$ cat src/rtl/rpsc_card_1.sv
// RPSC card 1: fan/alarm/CA-supply interlock glue logic with a cascaded
// 4 s / 60 s qualification delay before the CA supply is reported OK.

module timer #(
    parameter int WIDTH = 4
) (
    input  logic             clk,
    input  logic             reset,
    input  logic [WIDTH-1:0] target,
    input  logic             in,
    output logic             hit_target
);

    logic [WIDTH-1:0] r_count;

    // Counts consecutive edges with in=1, saturating at target so it never wraps.
    always_ff @(posedge clk) begin
        if (reset || !in) begin
            r_count <= '0;
        end else if (r_count < target) begin
            r_count <= r_count + 1'b1;
        end
    end

    assign hit_target = (r_count == target);

endmodule

module special_60s_timer #(
    parameter int test_mode = 0
) (
    input  logic clk,
    input  logic reset,
    input  logic in,
    output logic hit_target
);

    localparam int            W_60S = (test_mode != 0) ? 6 : 26;
    // 60 s at 781.25 kHz, or a short target for simulation.
    localparam logic [W_60S-1:0] T_60S = W_60S'((test_mode != 0) ? 60 : 46875000);

    timer #(
        .WIDTH (W_60S)
    ) u_timer (
        .clk        (clk),
        .reset      (reset),
        .target     (T_60S),
        .in         (in),
        .hit_target (hit_target)
    );

endmodule

module rpsc_card_1 #(
    parameter int test_mode = 0
) (
    input  logic clk,
    input  logic reset,
    input  logic i51_Card_POS,
    input  logic i50_Air_Grid,
    input  logic i49_Water_Anode,
    input  logic i48_Water_Grid,
    input  logic i46_DC_PS,
    input  logic i45_U_CA_Low,
    input  logic i44_I_CA_High,
    input  logic i53_Not_G1_OK,
    input  logic i54_FAN_ON,
    input  logic i59_CA_PS_ACT,
    input  logic i17_FAN_ON_PERM,
    input  logic i18_FAN_ACT,
    input  logic i72_I_CA_High,
    input  logic i76_U_CA_Low,
    output logic o19_FAN_ON,
    output logic o14_FAN_ON_PERM,
    output logic o55_Not_Alarm,
    output logic o47_CA_ON_PERM,
    output logic o62_CA_ON,
    output logic o74_CA_Delay,
    output logic o75_Not_CA_OK,
    output logic o70_I_CA_High,
    output logic o77_U_CA_Low,
    output logic o78_Modified
);

    localparam int            W_4S = (test_mode != 0) ? 4 : 22;
    // 4 s at 781.25 kHz, or a short target for simulation.
    localparam logic [W_4S-1:0] T_4S = W_4S'((test_mode != 0) ? 15 : 3125000);

    logic w_nor_status;
    logic w_nor_control;
    logic w_and_control;
    logic w_on_4s;
    logic w_on_60s;

    assign w_nor_status  = ~(i51_Card_POS | i50_Air_Grid | i49_Water_Anode | i48_Water_Grid |
                             i46_DC_PS | i45_U_CA_Low | i44_I_CA_High);
    assign w_nor_control = ~(i53_Not_G1_OK | i54_FAN_ON | ~w_nor_status);
    assign w_and_control = w_nor_control & i59_CA_PS_ACT;

    // Any interruption of the enable restarts the 4 s stage, and its drop in turn restarts the 60 s stage.
    timer #(
        .WIDTH (W_4S)
    ) u_timer_4s (
        .clk        (clk),
        .reset      (reset),
        .target     (T_4S),
        .in         (w_and_control),
        .hit_target (w_on_4s)
    );

    special_60s_timer #(
        .test_mode (test_mode)
    ) u_timer_60s (
        .clk        (clk),
        .reset      (reset),
        .in         (w_on_4s),
        .hit_target (w_on_60s)
    );

    assign o14_FAN_ON_PERM = ~i17_FAN_ON_PERM;
    assign o19_FAN_ON      = ~i18_FAN_ACT;
    assign o55_Not_Alarm   = w_nor_status;
    assign o78_Modified    = w_nor_control;
    assign o47_CA_ON_PERM  = ~w_nor_control;
    assign o62_CA_ON       = ~i59_CA_PS_ACT;
    assign o74_CA_Delay    = w_on_60s;
    assign o75_Not_CA_OK   = ~(w_on_4s & w_on_60s);
    assign o70_I_CA_High   = ~(w_on_4s & i72_I_CA_High);
    assign o77_U_CA_Low    = ~(w_on_4s & i76_U_CA_Low);

endmodule

$ cat config.mk
export PLATFORM = sky130hd
export DESIGN_NAME = rpsc_card_1
export DESIGN_NICKNAME = d
export VERILOG_FILES = /design/src/rtl/rpsc_card_1.sv
export SDC_FILE = /design/constraint.sdc
export NUM_CORES = 1
export LEC_CHECK = 0
export BUFFER_PORTS_ARGS = -buffer_cell sky130_fd_sc_hd__buf_2
export CAP_MARGIN = 40
export CELL_PAD_IN_SITES_DETAIL_PLACEMENT = 0
export CELL_PAD_IN_SITES_GLOBAL_PLACEMENT = 1
export CORE_MARGIN = 4
export CORE_UTILIZATION = 25
export DETAILED_ROUTE_END_ITERATION = 7
export GPL_TIMING_DRIVEN = 0
export PLACE_DENSITY = 0.54
export SLEW_MARGIN = 20
export SYNTH_ARGS = -nofsm -noshare
export SYNTH_HDL_FRONTEND = slang
export SYNTH_SLANG_ARGS = --single-unit
$ cat constraint.sdc
create_clock -name clk -period 2.6 [get_ports clk]
set_input_delay 0.52 -clock clk [delete_from_list [all_inputs] [get_ports clk]]
set_output_delay 0.52 -clock clk [all_outputs]
set_load 0.01 [all_outputs]
# Word level (Yosys, flattened, before mapping)
# Index checks and enable logic that the tools add are counted.
# word_totals
input_bits,16
elab_cells,32
reg_bits,48
# classes
bitwise,20
order_cmp,2
addsub,2
reduce_logical,4
eq_ne,2
# op_table
op,count
$add A26 B1 Y26 const B,1
$eq A26 B26 Y1 const B,1
$lt A26 B26 Y1 const B,1
$add A22 B1 Y22 const B,1
$eq A22 B22 Y1 const B,1
$lt A22 B22 Y1 const B,1
$not A1 Y1,8
$or A1 B1 Y1,8
$and A1 B1 Y1,4
$logic_not A1 Y1,2
$logic_or A1 B1 Y1,2

# Logic depth before layout (Yosys ltp)
# Gate-level depths: netlist of run 1.
# depth
ltp_word,11
ltp_mapped,8

# Cells and area by module
# A second synthesis of run 1 with hierarchy kept.
# unflattened
cells_unflattened,465
area_unflattened_um2,3865.0
# modules_own_cells
mod,n_inst,seq_area_each_um2,area_each_um2,cells_per_inst
timer (u_timer_60s.u_timer),1,520.5,2005.7,247
timer (u_timer_4s),1,440.4,1770.4,201
rpsc_card_1,1,0.0,81.3,15
special_60s_timer,1,0.0,7.5,2

# Worst setup path after synthesis of run 1
# No wires, ideal clock.
# synth_timing
kind,flip-flop to flip-flop
startpoint,register u_timer_60s.u_timer.r_count[18]
endpoint,register u_timer_60s.u_timer.r_count[1]
required_ns,2.486
slack_ns,0.659
synth_period_minus_slack_ns,1.941
setup_time_ns,0.114
path_stages_with_launch,7
arrival_ns,1.827
cell_sequence,dfxtp_1 nand4bb_1 nor4b_1 a21o_1 buf_6 mux2i_1 nor2_1
# synth_via
elab_chain_len,1
# synth_rtl
element,line_no,rtl
from (decl),14,logic [WIDTH-1:0] r_count;
from (signal assigned),21,r_count <= r_count + 1'b1;
$lt A26 B26 Y1,20,end else if (r_count < target) begin
# No other way between the ends.
# A chain may end at the register's enable or synchronous reset.

# Worst setup path in the final report of run 1
# Same ends and word-level chain as after synthesis.

==> flow_summary.json, run 1 <==
{
  "status": "complete, no violations",
  "slowest_delay_ns": 0.53,
  "ctsHoldBuffers": 0,
  "ys_ff_latch": 48,
  "worstPathMaxFanout": 10,
  "crit_type": "flop to flop",
  "synthesis.nets": 353,
  "final_util_pct": 29.6,
  "setup_viol": 0,
  "synth_seq_area_share_pct": 36.0,
  "route.vias.total": 2558,
  "slew_headroom_pct": 62.0,
  "cts_buffer_depth": 2,
  "cts_root_buffer": "clkbuf_8",
  "grt_pass1_wl_um": 12600,
  "cts_tree": "built",
  "ir_worst_vdd_mv": 0.198,
  "syn_avg_cell_area_um2": 8.01,
  "post-route-drc-count": 0,
  "clock_latency_ns": 0.30,
  "end_kind": "flop",
  "power.total_mw": 1.24,
  "htree_levels": 2,
  "power.leakage_nw": 0.838,
  "initial_core_util_pct": 25.7,
  "die_y_um": 111,
  "cts_setup_buffers": 0,
  "power_density_mw_per_mm2": 404,
  "die-area_mm2": 0.0124,
  "fin_nets": 386,
  "synth_top_flop_cell": "dfxtp_1",
  "rows": 37,
  "grt_max_degree": 15,
  "path_buf_inv": 2,
  "core_mm2": 0.0104,
  "slowest_stage": "nor4b_1",
  "ys_types": 46,
  "syn_area_mm2": 0.00267,
  "fillers": 1162,
  "n_antenna_cell": 0,
  "grtUsageTotal_pct": 12.1,
  "place.gp.congestion": 0.707,
  "grt_pass1_vias": 2432,
  "drive_gt1_share_pct": 13.6,
  "worstMarginPinSlew_ns": 0.570,
  "netlist_instances": 333,
  "period_needed_ns": 2.28,
  "final_cells": 503,
  "drv_cap": 0,
  "routed_wl_um": 7290,
  "drtIter0Drc": 127,
  "ant_nets": 0,
  "synth-edff-count": 0,
  "post-place-cells": 495,
  "crit_chain": "nand4bb_1, nor4b_1, buf_1, a21o_1, buf_6, mux2i_1, nor2_1",
  "cts_made_buffers": 5,
  "wl_per_cell_um": 14.5,
  "first_pass_iters": 4,
  "clk_pin_slew_worst_paths_ns": 0.10,
  "antenna_found_initial": 0,
  "syn2layout_area_growth_pct": 15.0,
  "portBuffers": 25,
  "clock_sinks": 48,
  "fin_crit_sh_pct": 87.6,
  "hpwl_um": 5280,
  "finClkSkew_ns": 0.0131,
  "yosys_warnings": 0,
  "avgViaCountPerCell": 5.09,
  "arrival_ns": 2.48,
  "ctsResizeCount": 0,
  "worstPathRequired_ns": 2.80,
  "cp_top_family": "simple AND/OR/NAND/NOR gates",
  "placed_area_mm2": 0.00297,
  "final_area_mm2": 0.00307,
  "fmax_mhz": 439,
  "die_w_um": 111,
  "slew_viol_final": 0,
  "hold_class": "flop to flop",
  "tns_ns": 0,
  "start_kind": "flop",
  "rsz0062_at_grt": "false",
  "hold_viol": 0,
  "synth-async-reset-ratio_pct": 0,
  "grt_overflow": 0,
  "ios": 26
}
worst register-to-register path: cells and delay by family, from the launching register on:
family	cells	cell delay (ns)
AOI/OAI and AO/OA	1	0.34
DFF	1	0.40
buffers and inverters	2	0.44
and+or+nand+nor	3	0.81
muxes	1	0.19
power by group:
| part | switching, mW | internal [mW] | leakage, nW |
|---|---|---|---|
| Sequential | 0.0000216 | 0.735 | 0.386 |
| Combinational | 0.00643 | 0.0107 | 0.407 |
| Clock | 0.270 | 0.217 | 0.0445 |
cell type report:
cell class | count | area, um^2 | area share (%)
Clock buffer | 7 | 86.3 | 2.82
Timing Repair Buffer | 26 | 129 | 4.20
Clock inverter | 1 | 7.51 | 0.245
Tap cell | 136 | 170 | 5.55
Sequential cell | 48 | 961 | 31.3
Inverter | 18 | 67.6 | 2.20
Multi-Input combinational cell | 250 | 1550 | 50.6
Buffer | 17 | 93.8 | 3.06
logic make-up (layout without fill, tap and decap cells):
family,count (synthesis),after routing,share of synthesized area [%]
flip-flops,48,48,36.0
adder cells (fa/ha/maj),4,4,1.88
AND/OR/NAND/NOR,149,149,32.9
XOR/XNOR,6,6,1.97
multiplexers,2,2,0.751
buffers and inverters,35,69,6.01
AO/OA/AOI/OAI,89,89,20.5
metal layers:
layer / up-vias / global-route usage, % / wire [um]
met1: 1192 / 17.3 / 3830
met2: 22 / 19.2 / 3260
met4: 0 / 2.43 / 42
met5: - / 0 / 0
li1: 1340 / - / -
met3: 4 / 2.13 / 157
cells in the final DEF, fill, tap and decap left out, drive strengths merged, types with 2 or more instances in the layout:
cell    instances
and3            6
nor2           15
nor4b           2
clkbuf         17
mux2i           2
and4            6
xnor2           6
a211oi          2
o211ai          3
o21ai          13
nand3          15
nand4          10
ha              4
or3            14
or4            28
and2            2
dfxtp          48
nor4            4
inv            18
o31ai          26
a21oi          40
buf            33
nor3            8
nand2          31
path summary, 6_finish.rpt:
check	from	endpoint	slack (ns)	cells past startpoint
min reg2reg	u_timer_4s.r_count[21]$_SDFFE_PP0N_	u_timer_4s.r_count[21]$_SDFFE_PP0N_	0.48	2
max	u_timer_60s.u_timer.r_count[18]$_SDFFE_PP0N_	u_timer_60s.u_timer.r_count[1]$_SDFFE_PP0N_	0.32	7
min	u_timer_4s.r_count[21]$_SDFFE_PP0N_	u_timer_4s.r_count[21]$_SDFFE_PP0N_	0.48	2
max reg2reg	u_timer_60s.u_timer.r_count[18]$_SDFFE_PP0N_	u_timer_60s.u_timer.r_count[1]$_SDFFE_PP0N_	0.32	7
synthesized netlist by cell type, types with 2 or more instances:
master,count,share of area [%]
dfxtp_1,48,36
a21oi_1,40,7.5
nand2_1,31,4.4
or4_1,27,7.6
o31ai_1,26,7.3
inv_1,18,2.5
nor2_1,15,2.1
nand3_1,14,2.6
o21ai_0,13,2.4
or3_1,12,2.8
nand4_1,10,2.3
clkbuf_1,8,1.1
nor3_1,8,1.5
and4_1,6,2.0
xnor2_1,6,2.0
and3_1,5,1.2
ha_1,4,1.9
nor4_1,4,0.94
buf_2,3,0.56
buf_6,3,1.3
o211ai_1,3,0.84
and2_1,2,0.47
clkbuf_2,2,0.38
mux2i_1,2,0.75
nor4b_1,2,0.66
registers in the layout, indices dropped and copies added, names as in the netlist:
register,count
u_timer_4s.r_count,22
u_timer_60s.u_timer.r_count,26
stage by stage:
stage	hold slack, ns	setup WS (ns)
2_1_floorplan	0.434	0.659
3_3_place_gp	0.469	0.0813
3_5_place_dp	0.467	0.221
4_1_cts	0.486	0.171
5_1_grt	0.498	0.0839
6_report	0.480	0.322
Note: power is estimated with default switching activity, not from simulation.
==> run 2: changes to the inputs <==
Settings changed: CORE_UTILIZATION 25 to 44, CTS_CLUSTER_SIZE set to 8, PLACE_DENSITY 0.54 to 0.83.
==> flow_summary.json, run 2 (synthesized netlist as in run 1, its figures left out) <==
{
  "status": "complete, no violations",
  "timing.hold.ws_ns": 0.482,
  "die_y_um": 85.8,
  "die-area_mm2": 0.00737,
  "hold_viol": 0,
  "arrival_ns": 2.61,
  "grt_pass1_wl_um": 11300,
  "wl_per_cell_um": 14.9,
  "rsz0062_at_grt": "false",
  "slew_headroom_pct": 54.5,
  "ant_nets": 0,
  "fin_nets": 386,
  "regMostFlops": "u_timer_60s.u_timer.r_count",
  "post-route-drc-count": 0,
  "syn2layout_area_growth_pct": 12.7,
  "p_seq_share_pct": 56.6,
  "drv_cap": 0,
  "first_pass_iters": 4,
  "die_w_um": 85.8,
  "p_switching_mw": 0.268,
  "netSwitchingFraction_pct": 20.6,
  "clock_latency_ns": 0.30,
  "power_frac_comb_pct": 1.3,
  "cts_tree": "built",
  "worstMarginPinSlew_ns": 0.673,
  "post-place-cells": 433,
  "grtUsageTotal_pct": 18.7,
  "power.leakage_nw": 0.844,
  "ir_worst_vdd_mv": 0.208,
  "power_density_mw_per_mm2": 432,
  "cts_setup_buffers": 0,
  "clk_pin_slew_worst_paths_ns": 0.09,
  "grt_overflow": 0,
  "layout_common_cells": "dfxtp_1 (48), a21oi_1 (40), nand2_1 (31), buf_2 (28), or4_1 (27)",
  "place.gp.congestion": 0.786,
  "initial_core_util_pct": 45.3,
  "rows": 28,
  "start_kind": "flop",
  "hold_class": "flop to flop",
  "worstPathRequired_ns": 2.83,
  "n_antenna_cell": 0,
  "portBuffers": 25,
  "grt_pass1_vias": 2476,
  "worstPathMaxFanout": 10,
  "ctsHoldBuffers": 0,
  "hpwl_um": 4720,
  "avgViaCountPerCell": 5.96,
  "fin_crit_sh_pct": 91.4,
  "crit_type": "flop to flop",
  "routed_wl_um": 6600,
  "final_common_cell": "dfxtp_1",
  "slew_viol_final": 0,
  "antenna_found_initial": 0,
  "final_cells": 442,
  "period_needed_ns": 2.38,
  "core_mm2": 0.00589,
  "drtIter0Drc": 96,
  "end_kind": "flop",
  "fillers": 586,
  "finClkSkew_ns": 0.00920,
  "grt_max_degree": 16,
  "fmax_mhz": 421,
  "clock_sinks": 48,
  "cts_root_buffer": "clkbuf_8",
  "drive_gt1_share_pct": 13.6,
  "ios": 26,
  "intPower_mw": 1.03,
  "tns_ns": 0,
  "cts_buffer_depth": 2,
  "route.vias.total": 2634,
  "largest_reg_flops": 26,
  "cts_made_buffers": 5,
  "htree_levels": 2,
  "clkPwrFrac_pct": 42.1,
  "top_regs": "u_timer_60s.u_timer.r_count: 26 flops, u_timer_4s.r_count: 22 flops",
  "setup_viol": 0
}
run 2: through the flow:
step	power, mW	setup slack, ns	util [%]	cell area [um^2]
4_1_cts	1.32	0.0789	50.9	3000
5_1_grt	1.35	0.00314	51.1	3010
3_3_place_gp	0.768	0.258	49.0	2890
3_5_place_dp	0.769	0.244	49.0	2890
6_report	1.30	0.222	51.1	3010
2_1_floorplan	0.755	0.659	-	2670
run 2: power groups by stage:
stage	registers, mW	logic [mW]	clock network, mW
after CTS	0.735	0.0173	0.567
after floorplan	0.752	0.00367	0
after global routing	0.735	0.0194	0.596
final	0.734	0.0171	0.547
after global placement	0.752	0.0166	0
after detailed placement	0.752	0.0173	0
run 2: repair_timing:
action	CTS	global route
resized for setup	0	1
endpoints found under the hold margin	0	0
endpoints found under the setup margin	0	3
run 2: cell type report:
class | count | area [um^2] | share of cell area (%)
clock inverter | 3 | 42.5 | 1.42
buffer | 17 | 92.6 | 3.08
clock buffer | 5 | 68.8 | 2.29
sequential | 48 | 961 | 32.0
multi-input combinational | 250 | 1550 | 51.6
inverter | 18 | 67.6 | 2.25
tap | 75 | 93.8 | 3.12
timing repair buffer | 26 | 129 | 4.29
run 2: critical path: stages (launching register included):
cell and delay, ns:
dfxtp_1 0.40, and4_1 0.32, nand4_1 0.11, o211ai_1 0.39, clkbuf_1 0.37, clkbuf_1 0.42, o31ai_1 0.16, a21oi_1 0.14
run 2: final timing paths:
check                                            from                                   to  slack (ns)  cells past startpoint
hold reg to reg   u_timer_4s.r_count[11]$_SDFFE_PP0N_  u_timer_4s.r_count[11]$_SDFFE_PP0N_        0.48                      2
setup / recovery   u_timer_4s.r_count[9]$_SDFFE_PP0N_  u_timer_4s.r_count[20]$_SDFFE_PP0N_        0.22                      7
setup reg to reg   u_timer_4s.r_count[9]$_SDFFE_PP0N_  u_timer_4s.r_count[20]$_SDFFE_PP0N_        0.22                      7
hold / removal    u_timer_4s.r_count[11]$_SDFFE_PP0N_  u_timer_4s.r_count[11]$_SDFFE_PP0N_        0.48                      2
run 2: per-layer routing:
metal  wire length [um]  vias up  track usage [%]
met5                  0        -                0
li1                   -     1334                -
met2               3300       43             33.1
met1               3030     1249             23.0
met3                180        8             3.36
met4                 92        0             5.90
==> run 3: changes to the inputs <==
Settings changed: REMOVE_ABC_BUFFERS set to 1.
==> flow_summary.json, run 3 (synthesized netlist as in run 1, its figures left out) <==
{
  "setup_viol": 0,
  "period_needed_ns": 2.38,
  "reg2reg_depth": 8,
  "die_y_um": 85.8,
  "slew_headroom_pct": 61.6,
  "fmax_mhz": 420,
  "clock_latency_ns": 0.30,
  "grtUsageTotal_pct": 17.1,
  "worstPathRequired_ns": 2.83,
  "status": "complete, no violations",
  "slowest_stage": "or4_1",
  "cp-endpoint": "u_timer_4s.r_count[9]$_SDFFE_PP0N_",
  "r2r_slack_ns": 0.22,
  "crit_chain": "and3b_1, o211ai_1, o211ai_1, buf_4, buf_4, buf_4, or4_1, a21oi_1",
  "timing.rr.end": "u_timer_4s.r_count[9]$_SDFFE_PP0N_",
  "netSwitchingFraction_pct": 21.4,
  "wl_per_cell_um": 14.3,
  "power.leakage_nw": 0.819,
  "cts_made_buffers": 5,
  "arrival_ns": 2.62,
  "rows": 28,
  "intPower_mw": 0.929,
  "die_w_um": 85.8,
  "p_seq_share_pct": 62.1,
  "core_mm2": 0.00589,
  "post-route-drc-count": 0,
  "r2r-start": "u_timer_4s.r_count[20]$_SDFFE_PP0N_",
  "critPathMostFrequentCell": "buf_4",
  "path_buf_inv": 3,
  "ir_worst_vdd_mv": 0.282,
  "ant_nets": 0,
  "clk_pin_slew_worst_paths_ns": 0.09,
  "fin_nets": 375,
  "worstPathMaxFanout": 10,
  "hold_class": "flop to flop",
  "regMostFlops": "u_timer_60s.u_timer.r_count",
  "portBuffers": 25,
  "power.total_mw": 1.18,
  "antenna_found_initial": 0,
  "cp_top_family": "simple AND/OR/NAND/NOR gates",
  "post-place-cells": 422,
  "hold_viol": 0,
  "initial_core_util_pct": 45.3,
  "cts_tree": "built",
  "grt_pass1_wl_um": 10500,
  "end_kind": "flop",
  "grt_max_degree": 19,
  "cts_buffer_depth": 2,
  "p_switching_mw": 0.254,
  "grt_overflow": 0,
  "avgViaCountPerCell": 5.95,
  "rsz0062_at_grt": "false",
  "final_cells": 430,
  "drtIter0Drc": 112,
  "route.vias.total": 2559,
  "grt_pass1_vias": 2341,
  "cts_root_buffer": "clkbuf_8",
  "crit_start": "u_timer_4s.r_count[20]$_SDFFE_PP0N_",
  "die-area_mm2": 0.00737,
  "tns_ns": 0,
  "ctsHoldBuffers": 0,
  "clkPwrFrac_pct": 36.5,
  "finClkSkew_ns": 0.00803,
  "hpwl_um": 4470,
  "final_area_mm2": 0.00294,
  "crit_type": "flop to flop",
  "start_kind": "flop",
  "placed_area_mm2": 0.00285,
  "first_pass_iters": 4,
  "slew_viol_final": 0,
  "drive_gt1_share_pct": 13.2,
  "slowest_delay_ns": 0.50,
  "top_regs": "u_timer_60s.u_timer.r_count: 26 flops, u_timer_4s.r_count: 22 flops",
  "layout_common_cells": "dfxtp_1 (48), a21oi_1 (40), nand2_1 (31), or4_1 (27), o31ai_1 (26)",
  "worstMarginPinSlew_ns": 0.574,
  "power_frac_comb_pct": 1.4,
  "power_density_mw_per_mm2": 403,
  "n_antenna_cell": 0,
  "syn2layout_area_growth_pct": 10.1,
  "final_util_pct": 49.9,
  "clock_sinks": 48,
  "final_common_cell": "dfxtp_1",
  "cp_num_cells": 8,
  "drv_cap": 0,
  "largest_reg_flops": 26,
  "fin_crit_sh_pct": 91.6,
  "ios": 26,
  "routed_wl_um": 6130,
  "place.gp.congestion": 0.813,
  "htree_levels": 2
}
==> run 3: cell types whose count changed in the layout (fill, tap and decap cells not counted) <==
cell        previous run  this run
buf_8                  0         1
bufinv_16              1         0
clkbuf_1               9         1
clkbuf_2               2         1
clkinvlp_4             1         0
buf_2                 28        25
buf_1                  1         0
buf_6                  3         1
buf_4                  0         4
==> run 3: layer usage <==
layer	routed length, um	part of all wire [%]	vias to the layer above	global-route usage [%]
li1	-	-	1306	-
met1	2800	46	1222	21.3
met2	3140	51	22	29.7
met3	106	1.7	9	2.88
met4	85	1.4	0	6.19
met5	0	0	-	0
==> run 3: repair_timing <==
item | 4_1_cts | 5_1_grt
setup endpoints to repair | 0 | 14
setup buffers | 0 | 0
resized for setup | 0 | 1
==> run 3: layout make-up <==
cell class,count,area [um^2]
timing repair buffer,32,186
fill,598,2950
sequential,48,961
clock buffer,6,72.6
inverter,18,67.6
multi-input combinational,250,1550
tap,75,93.8
clock inverter,1,5.00
==> run 3: power by group through the flow <==
stage,combinational [mW],clock (mW),sequential (mW)
2_1_floorplan,0.00366,0,0.752
3_3_place_gp,0.0167,0,0.752
3_5_place_dp,0.0171,0,0.752
4_1_cts,0.0171,0.439,0.734
5_1_grt,0.0183,0.470,0.735
6_report,0.0170,0.431,0.734
==> run 3: worst min-delay path by stage <==
| stage | startpoint | end | cells after the start |
|---|---|---|---|
| after detailed placement | u_timer_4s.r_count[21]$_SDFFE_PP0N_ | u_timer_4s.r_count[21]$_SDFFE_PP0N_ | 2 |
| after floorplan | u_timer_4s.r_count[21]$_SDFFE_PP0N_ | u_timer_4s.r_count[21]$_SDFFE_PP0N_ | 2 |
| after CTS | u_timer_4s.r_count[21]$_SDFFE_PP0N_ | u_timer_4s.r_count[21]$_SDFFE_PP0N_ | 2 |
| after global placement | u_timer_4s.r_count[21]$_SDFFE_PP0N_ | u_timer_4s.r_count[21]$_SDFFE_PP0N_ | 2 |
| final | u_timer_4s.r_count[21]$_SDFFE_PP0N_ | u_timer_4s.r_count[21]$_SDFFE_PP0N_ | 2 |
| after global routing | u_timer_4s.r_count[11]$_SDFFE_PP0N_ | u_timer_4s.r_count[11]$_SDFFE_PP0N_ | 2 |
==> run 3: worst reg2reg max path: stages (launching register included) <==
cell	delay, ns
dfxtp_1	0.44
and3b_1	0.21
o211ai_1	0.16
o211ai_1	0.27
buf_4	0.26
buf_4	0.17
buf_4	0.17
or4_1	0.50
a21oi_1	0.14
==> run 3: metrics by stage <==
stage | hold slack [ns] | setup WS (ns)
final | 0.469 | 0.218
after global routing | 0.515 | 0.0829
after CTS | 0.469 | 0.111
after detailed placement | 0.455 | 0.137
after global placement | 0.451 | -0.587
after floorplan | 0.434 | 0.132
